### config.mk
export PLATFORM = sky130hd
export DESIGN_NAME = mem_rd_axi_master
export DESIGN_NICKNAME = d
export VERILOG_FILES = /design/src/rtl/mem_test_pkg.sv /design/src/rtl/rd_burst_calc.sv /design/src/rtl/mem_rd_axi_master.sv
export SDC_FILE = /design/constraint.sdc
export NUM_CORES = 1
export LEC_CHECK = 0
export BUFFER_PORTS_ARGS = -buffer_cell sky130_fd_sc_hd__buf_4
export CAP_MARGIN = 40
export CELL_PAD_IN_SITES_DETAIL_PLACEMENT = 0
export CELL_PAD_IN_SITES_GLOBAL_PLACEMENT = 1
export CORE_AREA = 2 2 276 278
export CTS_BUF_LIST = sky130_fd_sc_hd__clkbuf_4 sky130_fd_sc_hd__clkbuf_8 sky130_fd_sc_hd__clkbuf_16
export CTS_CLUSTER_DIAMETER = 50
export DETAILED_ROUTE_END_ITERATION = 7
export DIE_AREA = 0 0 278 280
export HOLD_SLACK_MARGIN = 0.1
export PLACE_DENSITY = 0.83
export SYNTH_ARGS = -nofsm -noshare
export SYNTH_HDL_FRONTEND = slang
export SYNTH_HIERARCHICAL = 1
export SYNTH_SLANG_ARGS = --single-unit
### constraint.sdc
create_clock -name clk -period 5.9 [get_ports clk]
set_clock_uncertainty 0.2 [all_clocks]
set_input_delay 0 -clock clk [delete_from_list [all_inputs] [get_ports clk]]
set_output_delay 0 -clock clk [all_outputs]
set_load 0.03 [all_outputs]
### src/rtl/mem_test_pkg.sv
// Shared types and constants for the AXI read master: FSM state encoding,
// AXI burst/response codes and the 4 KB boundary that bursts must not cross.
package mem_test_pkg;

    typedef enum logic [1:0] {
        ST_IDLE = 2'd0,
        ST_ADDR = 2'd1,
        ST_DATA = 2'd2,
        ST_DONE = 2'd3
    } state_t;

    localparam logic [1:0] AXI_BURST_INCR = 2'b01;
    localparam logic [1:0] AXI_RESP_OKAY  = 2'b00;
    localparam int         BOUNDARY_4K    = 4096;

endpackage

### src/rtl/rd_burst_calc.sv
// Combinational burst sizing: the next burst length is the smallest of the
// beats still owed, the configured burst cap, and the beats left before the
// next 4 KB page. Only the in-page address bits matter for the split.
module rd_burst_calc
    import mem_test_pkg::*;
#(
    parameter int SIZE_W        = 32,
    parameter int BYTES         = 32,
    parameter int MAX_BURST_LEN = 16
) (
    input  logic [11:0]       addr_low,
    input  logic [SIZE_W-1:0] remaining,
    output logic [SIZE_W-1:0] beats,
    output logic [7:0]        arlen
);

    localparam int LOG_BYTES = $clog2(BYTES);

    logic [12:0]       bytes_to_4k;
    logic [SIZE_W-1:0] beats_to_4k;
    logic [SIZE_W-1:0] cap;

    // Pick the tightest of the three limits and derive AXI arlen from it
    always_comb begin
        bytes_to_4k = 13'(BOUNDARY_4K) - {1'b0, addr_low};
        beats_to_4k = SIZE_W'(bytes_to_4k >> LOG_BYTES);
        cap         = (beats_to_4k < SIZE_W'(MAX_BURST_LEN)) ? beats_to_4k : SIZE_W'(MAX_BURST_LEN);
        beats       = (remaining < cap) ? remaining : cap;
        // A 256-beat burst wraps [7:0] to zero, so minus one gives 255
        arlen       = beats[7:0] - 8'd1;
    end

endmodule

### src/rtl/mem_rd_axi_master.sv
// AXI4 read master: turns a (start address, byte count) request into a
// sequence of INCR bursts, one outstanding at a time, and streams each
// returned beat out with one cycle of latency.
// Optional build macro MEM_RD_RRESP_CHECK_EN: non-OKAY rresp sets rd_error.
module mem_rd_axi_master
    import mem_test_pkg::*;
#(
    parameter int C_M_AXI_ADDR_WIDTH = 64,
    parameter int C_M_AXI_DATA_WIDTH = 256,
    parameter int C_XFER_SIZE_WIDTH  = 32,
    parameter int MAX_BURST_LEN      = 16
) (
    input  logic                          clk,
    input  logic                          reset,
    input  logic                          fetch_data,
    input  logic [C_M_AXI_ADDR_WIDTH-1:0] data_rd_addr,
    input  logic [C_XFER_SIZE_WIDTH-1:0]  data_rd_size,
    input  logic                          data_read_ready,
    output logic [C_M_AXI_DATA_WIDTH-1:0] data_in,
    output logic                          data_valid,
    output logic                          data_read_done,
    output logic                          busy,
    output logic                          rd_error,
    output logic                          m_axi_arvalid,
    input  logic                          m_axi_arready,
    output logic [C_M_AXI_ADDR_WIDTH-1:0] m_axi_araddr,
    output logic [7:0]                    m_axi_arlen,
    output logic [2:0]                    m_axi_arsize,
    output logic [1:0]                    m_axi_arburst,
    input  logic                          m_axi_rvalid,
    output logic                          m_axi_rready,
    input  logic [C_M_AXI_DATA_WIDTH-1:0] m_axi_rdata,
    input  logic [1:0]                    m_axi_rresp,
    input  logic                          m_axi_rlast
);

    localparam int ADDR_W    = C_M_AXI_ADDR_WIDTH;
    localparam int DATA_W    = C_M_AXI_DATA_WIDTH;
    localparam int SIZE_W    = C_XFER_SIZE_WIDTH;
    localparam int BYTES     = DATA_W / 8;
    localparam int LOG_BYTES = $clog2(BYTES);

    state_t              state_reg, state_next;
    logic [ADDR_W-1:0]   addr_reg, addr_next;
    logic [SIZE_W-1:0]   remaining_reg, remaining_next;
    logic [SIZE_W-1:0]   burst_beats_reg, burst_beats_next;
    logic [SIZE_W-1:0]   beat_cnt_reg, beat_cnt_next;
    logic                arvalid_reg, arvalid_next;
    logic [ADDR_W-1:0]   araddr_reg, araddr_next;
    logic [7:0]          arlen_reg, arlen_next;
    logic [DATA_W-1:0]   data_in_reg, data_in_next;
    logic                data_valid_reg, data_valid_next;
    logic                done_reg, done_next;
    logic                rd_error_reg, rd_error_next;

    logic [SIZE_W-1:0]   calc_beats;
    logic [7:0]          calc_arlen;
    logic                beat;
    logic                last_expected;
    logic [SIZE_W-1:0]   consumed;

    rd_burst_calc #(
        .SIZE_W        (SIZE_W),
        .BYTES         (BYTES),
        .MAX_BURST_LEN (MAX_BURST_LEN)
    ) u_calc (
        .addr_low  (addr_reg[11:0]),
        .remaining (remaining_reg),
        .beats     (calc_beats),
        .arlen     (calc_arlen)
    );

    assign beat          = (state_reg == ST_DATA) && m_axi_rvalid && data_read_ready;
    assign last_expected = (beat_cnt_reg == burst_beats_reg - SIZE_W'(1));
    assign consumed      = beat_cnt_reg + SIZE_W'(1);

`ifndef MEM_RD_RRESP_CHECK_EN
    // Response code is deliberately not consulted in this build
    logic unused_rresp;
    assign unused_rresp = ^m_axi_rresp;
`endif

    // Next-state and next-register logic for the request/burst FSM
    always_comb begin
        state_next       = state_reg;
        addr_next        = addr_reg;
        remaining_next   = remaining_reg;
        burst_beats_next = burst_beats_reg;
        beat_cnt_next    = beat_cnt_reg;
        arvalid_next     = arvalid_reg;
        araddr_next      = araddr_reg;
        arlen_next       = arlen_reg;
        data_in_next     = data_in_reg;
        data_valid_next  = 1'b0;
        done_next        = 1'b0;
        rd_error_next    = rd_error_reg;

        case (state_reg)
            ST_IDLE: begin
                if (fetch_data) begin
                    rd_error_next  = 1'b0;
                    addr_next      = data_rd_addr & ~ADDR_W'(BYTES - 1);
                    remaining_next = (data_rd_size >> LOG_BYTES)
                                   + (((data_rd_size & SIZE_W'(BYTES - 1)) != '0) ? SIZE_W'(1) : '0);
                    state_next     = (data_rd_size == '0) ? ST_DONE : ST_ADDR;
                end
            end
            ST_ADDR: begin
                // First cycle loads the burst, then it is held until accepted
                if (!arvalid_reg) begin
                    arvalid_next     = 1'b1;
                    araddr_next      = addr_reg;
                    arlen_next       = calc_arlen;
                    burst_beats_next = calc_beats;
                end else if (m_axi_arready) begin
                    arvalid_next  = 1'b0;
                    beat_cnt_next = '0;
                    state_next    = ST_DATA;
                end
            end
            ST_DATA: begin
                if (beat) begin
                    data_in_next    = m_axi_rdata;
                    data_valid_next = 1'b1;
                    beat_cnt_next   = consumed;
`ifdef MEM_RD_RRESP_CHECK_EN
                    if (m_axi_rresp != AXI_RESP_OKAY) begin
                        rd_error_next = 1'b1;
                    end
`endif
                    if (m_axi_rlast) begin
                        // Burst ends on rlast; account for the beats actually received
                        if (!last_expected) begin
                            rd_error_next = 1'b1;
                        end
                        addr_next = addr_reg + (ADDR_W'(consumed) << LOG_BYTES);
                        if (consumed >= remaining_reg) begin
                            remaining_next = '0;
                            state_next     = ST_DONE;
                        end else begin
                            remaining_next = remaining_reg - consumed;
                            state_next     = ST_ADDR;
                        end
                    end else if (last_expected) begin
                        // Expected final beat arrived without rlast
                        rd_error_next = 1'b1;
                    end
                end
            end
            ST_DONE: begin
                done_next  = 1'b1;
                state_next = ST_IDLE;
            end
            default: begin
                state_next = ST_IDLE;
            end
        endcase
    end

    // State and datapath registers with synchronous reset
    always_ff @(posedge clk) begin
        if (reset) begin
            state_reg       <= ST_IDLE;
            addr_reg        <= '0;
            remaining_reg   <= '0;
            burst_beats_reg <= '0;
            beat_cnt_reg    <= '0;
            arvalid_reg     <= 1'b0;
            araddr_reg      <= '0;
            arlen_reg       <= '0;
            data_in_reg     <= '0;
            data_valid_reg  <= 1'b0;
            done_reg        <= 1'b0;
            rd_error_reg    <= 1'b0;
        end else begin
            state_reg       <= state_next;
            addr_reg        <= addr_next;
            remaining_reg   <= remaining_next;
            burst_beats_reg <= burst_beats_next;
            beat_cnt_reg    <= beat_cnt_next;
            arvalid_reg     <= arvalid_next;
            araddr_reg      <= araddr_next;
            arlen_reg       <= arlen_next;
            data_in_reg     <= data_in_next;
            data_valid_reg  <= data_valid_next;
            done_reg        <= done_next;
            rd_error_reg    <= rd_error_next;
        end
    end

    assign m_axi_arvalid  = arvalid_reg;
    assign m_axi_araddr   = araddr_reg;
    assign m_axi_arlen    = arlen_reg;
    assign m_axi_arsize   = 3'(LOG_BYTES);
    assign m_axi_arburst  = AXI_BURST_INCR;
    assign m_axi_rready   = (state_reg == ST_DATA) && data_read_ready;
    assign data_in        = data_in_reg;
    assign data_valid     = data_valid_reg;
    assign data_read_done = done_reg;
    assign busy           = (state_reg != ST_IDLE);
    assign rd_error       = rd_error_reg;

endmodule

==> metrics.csv <==
stage,metric,value,unit
clocking,cts.clk_slew.worst_paths,0.06,ns
timing,fmax,176.4,MHz
timing,hold_viol,0,
timing,worst_pin_slew,1.091,ns
worst_setup_path,arrival,6.03,ns
detailed_routing,drt_iter0_drc,2591,
clocking,cts_htree_levels,3,
clocking,clkSinkCount,484,
detailed_routing,wl,113.8,mm
timing,period_minus_slack,5.671,ns
timing,relSlewSlack,0.2724,
synthesis,synthTopCellsByArea,"dfxtp_1 40%, nand2_1 14%, a21oi_1 9.6%, ha_1 3.8%, clkbuf_1 3.1%",
synthesis,syn_inst,3241,
detailed_routing,drt-met1-wl,44.90,mm
synthesis,yosysWarningCount,6,
cells_and_area,n_fill_cell,6252,
clocking,cts_setup_buffers,0,
clocking,clock_path_buffers,3,
synthesis,yosysTopAreaCell,dfxtp_1,
worst_setup_path,worstPathMaxFanout,11,
detailed_routing,wl_met3,9.968,mm
floorplan,die_w,278,microns
floorplan,start_util,0.3243,
worst_setup_path,endpoint,addr_reg[48],
floorplan,rows,101,
worst_setup_path,worstReg2RegStart,beat_cnt_reg[9],
detailed_routing,wl_per_cell,19.73,microns
detailed_routing,final_antenna_net_count,0,
detailed_routing,drc,0,
synthesis,netlist_area,24380,sq um
grt,grt_pass1_vias,30150,
detailed_routing,vias,30060,
timing,report.final.slew_viol_count,0,
placed_design,dp_hpwl,70.33,mm
worst_setup_path,cp-startpoint,beat_cnt_reg[9],
synthesis,ys_seq_area_frac,0.3974,
job,drv_cap,0,
grt,antenna_found_initial,8,
clocking,cts_buffers,72,
worst_setup_path,r2r_setup_slack,0.23,ns
grt,grt-ovfl-total,0,
floorplan,die-area,77840,sq um
worst_setup_path,worst_setup_path_start_kind,flop,
grt,grt_max_degree,197,
synthesis,ys_types,87,
timing,fin_crit_sh,0.9611,
worst_setup_path,reg2reg_depth,18,
grt,grt_use_total,0.2788,
synthesis,yosysTopAreaCellShare,0.3974,
synthesis,synth_edf_count,0,
worst_setup_path,end_kind,flop,
synthesis,synthTopCellsByCount,"888 x nand2_1, 484 x dfxtp_1, 470 x a21oi_1, 203 x clkbuf_1, 120 x o21ai_0",
power,ir_worst_vdd,0.2297,mV
synthesis,synth_most_common_cell,nand2_1,
clocking,cts_tree,built,
worst_setup_path,worst_ep_required_time,6.26,ns
placed_design,port_buffers,682,
grt,grt_first_pass_wirelength,171.7,mm
cells_and_area,nNetsFinal,5164,
timing,rsz0062_at_grt,no,
floorplan,io_pins,700,
worst_hold_path,hold_path.class,in2reg,
placed_design,place_congestion,0.9110,
floorplan,fp.coreArea,75190,sq um
power,leakagePower,17.67,nW
synthesis,ys_ff_latch,484,
timing,finalSetupTns,0,ns
run_status,status,"finished, final reports clean",
timing,setup-violations-final,0,
clocking,root_buffer,clkbuf_16,
worst_setup_path,rr_endpoint,addr_reg[48],
detailed_routing,first_pass_iters,6,
cells_and_area,drive_above_1_share,0.1891,
synthesis,synthFlopType,dfxtp_1,
clocking,clock_latency,0.63,ns
detailed_routing,wl_met2,52.24,mm
cells_and_area,largest_reg_flops,256,
synthesis,avgSynthCellArea,7.523,sq um
power,power.density,243.7,nW/um^2
synthesis,ys_async_sr_fraction,0,
detailed_routing,vias_per_cell,5.212,
detailed_routing,highest_layer,met5,
cells_and_area,area_delta_synth_final,71.70,%
cells_and_area,fin_util,0.5568,
floorplan,fp.dieH,280,microns
worst_setup_path,worstSetupPathType,reg2reg,
==> worst max-delay path, stage by stage (launching register included) <==
cell and delay (ns):
dfxtp_1 0.43, and3_1 0.19, nand3_1 0.13, or3b_2 0.60, nor2_4 0.19, and4_2 0.32, nand3_4 0.14, nor2_1 0.19
xnor2_1 0.19, inv_1 0.15, ha_1 0.41, a21o_1 0.25, o21bai_1 0.22, a211oi_1 0.31, nand2_1 0.18, a41o_4 0.36
and2_1 0.23, a211oi_1 0.33, dlygate4sd3_1 0.60
==> worst min-delay path by stage <==
stage | cells past startpoint | to | slack (ns) | from
finish | 3 | m_axi_arvalid | 0.14 | reset
global route | 4 | data_in[197] | 0.13 | m_axi_rdata[197]
CTS | 4 | data_in[197] | 0.10 | m_axi_rdata[197]
detailed placement | 3 | data_in[249] | 0.05 | m_axi_rdata[249]
global placement | 3 | data_in[215] | 0.05 | m_axi_rdata[215]
floorplan | 2 | data_in[0] | -0.06 | m_axi_rdata[0]
==> per-stage QoR <==
step                hold slack, ns  worst slack, ns  power [mW]  area (sq um)  cells
floorplan                 -0.06400           0.8772       4.700         24570   3290
global placement           0.04630           0.5261       5.288         30060   4717
detailed placement         0.05385           0.3844       5.310         30230   4725
CTS                         0.1013          0.04898       10.18         41770   5758
global route                0.1331          0.01773       10.58         41860   5765
finish                      0.1407           0.2294       10.20         41860   5767
==> placed cells by master (no fill, tap or decap), types with 9 or more instances in the layout <==
master | synthesis | final
dlygate4sd3_1 | 0 | 905
nand2_1 | 888 | 886
buf_4 | 37 | 705
dfxtp_1 | 484 | 481
a21oi_1 | 470 | 469
o21ai_0 | 120 | 119
nor2_1 | 117 | 114
xnor2_1 | 81 | 80
ha_1 | 74 | 73
clkbuf_16 | 0 | 72
inv_1 | 71 | 70
nand3_1 | 68 | 67
xor2_1 | 66 | 65
conb_1 | 4 | 53
nor3_1 | 50 | 50
nand4_1 | 43 | 43
nor4_1 | 39 | 39
and3_1 | 38 | 37
a21o_1 | 28 | 28
a311oi_1 | 23 | 22
a31oi_1 | 20 | 20
o31ai_1 | 17 | 17
o211ai_1 | 17 | 17
and2_1 | 15 | 16
a211oi_1 | 14 | 14
o21a_1 | 14 | 14
a221oi_1 | 13 | 13
and4_1 | 11 | 10
nor2b_1 | 12 | 10
nand2b_1 | 12 | 10
or4_1 | 10 | 10
a22oi_1 | 10 | 10
or3_1 | 10 | 10
o22ai_1 | 10 | 9
clkinv_2 | 0 | 9
==> repair_timing <==
item | CTS | global route
gates resized for setup | 0 | 19
endpoints found under the hold margin | 475 | 0
hold buffers | 905 | 0
setup endpoints to repair | 0 | 18
==> area by class of cell <==
class	count	area [sq um]	share of cell area
Tap cell	978	1224	0.02923
Inverter	71	266.5	0.006366
Sequential cell	484	9693	0.2315
Antenna cell	8	20.02	0.0004782
Timing Repair Buffer	1622	14580	0.3482
Clock buffer	84	1929	0.04609
Clock inverter	44	548.0	0.01309
Multi-Input combinational cell	2476	13600	0.3250
==> where the power goes <==
group | switching (mW) | leakage (nW) | total (mW) | internal (mW)
logic | 1.13 | 12.5 | 2.17 | 1.05
clock network | 1.80 | 1.21 | 4.47 | 2.66
registers | 0.161 | 3.92 | 3.56 | 3.40
total | 3.09 | 17.7 | 10.2 | 7.11
==> routing by layer <==
| metal | global-route usage | vias up |
|---|---|---|
| met5 | 0 | - |
| li1 | - | 14100 |
| met2 | 0.4519 | 1398 |
| met1 | 0.3336 | 14140 |
| met4 | 0.1514 | 4 |
| met3 | 0.07952 | 408 |
==> logic make-up after synthesis <==
| logic type | share of synthesized area |
|---|---|
| mux | 0.003797 |
| compound gates | 0.2030 |
| simple gates | 0.2449 |
| fa+ha+maj | 0.03962 |
| other cells | 0.0006156 |
| flops | 0.3974 |
| buf+inv | 0.05794 |
| xor+xnor | 0.05280 |
Power figures use the tool's default switching activity.
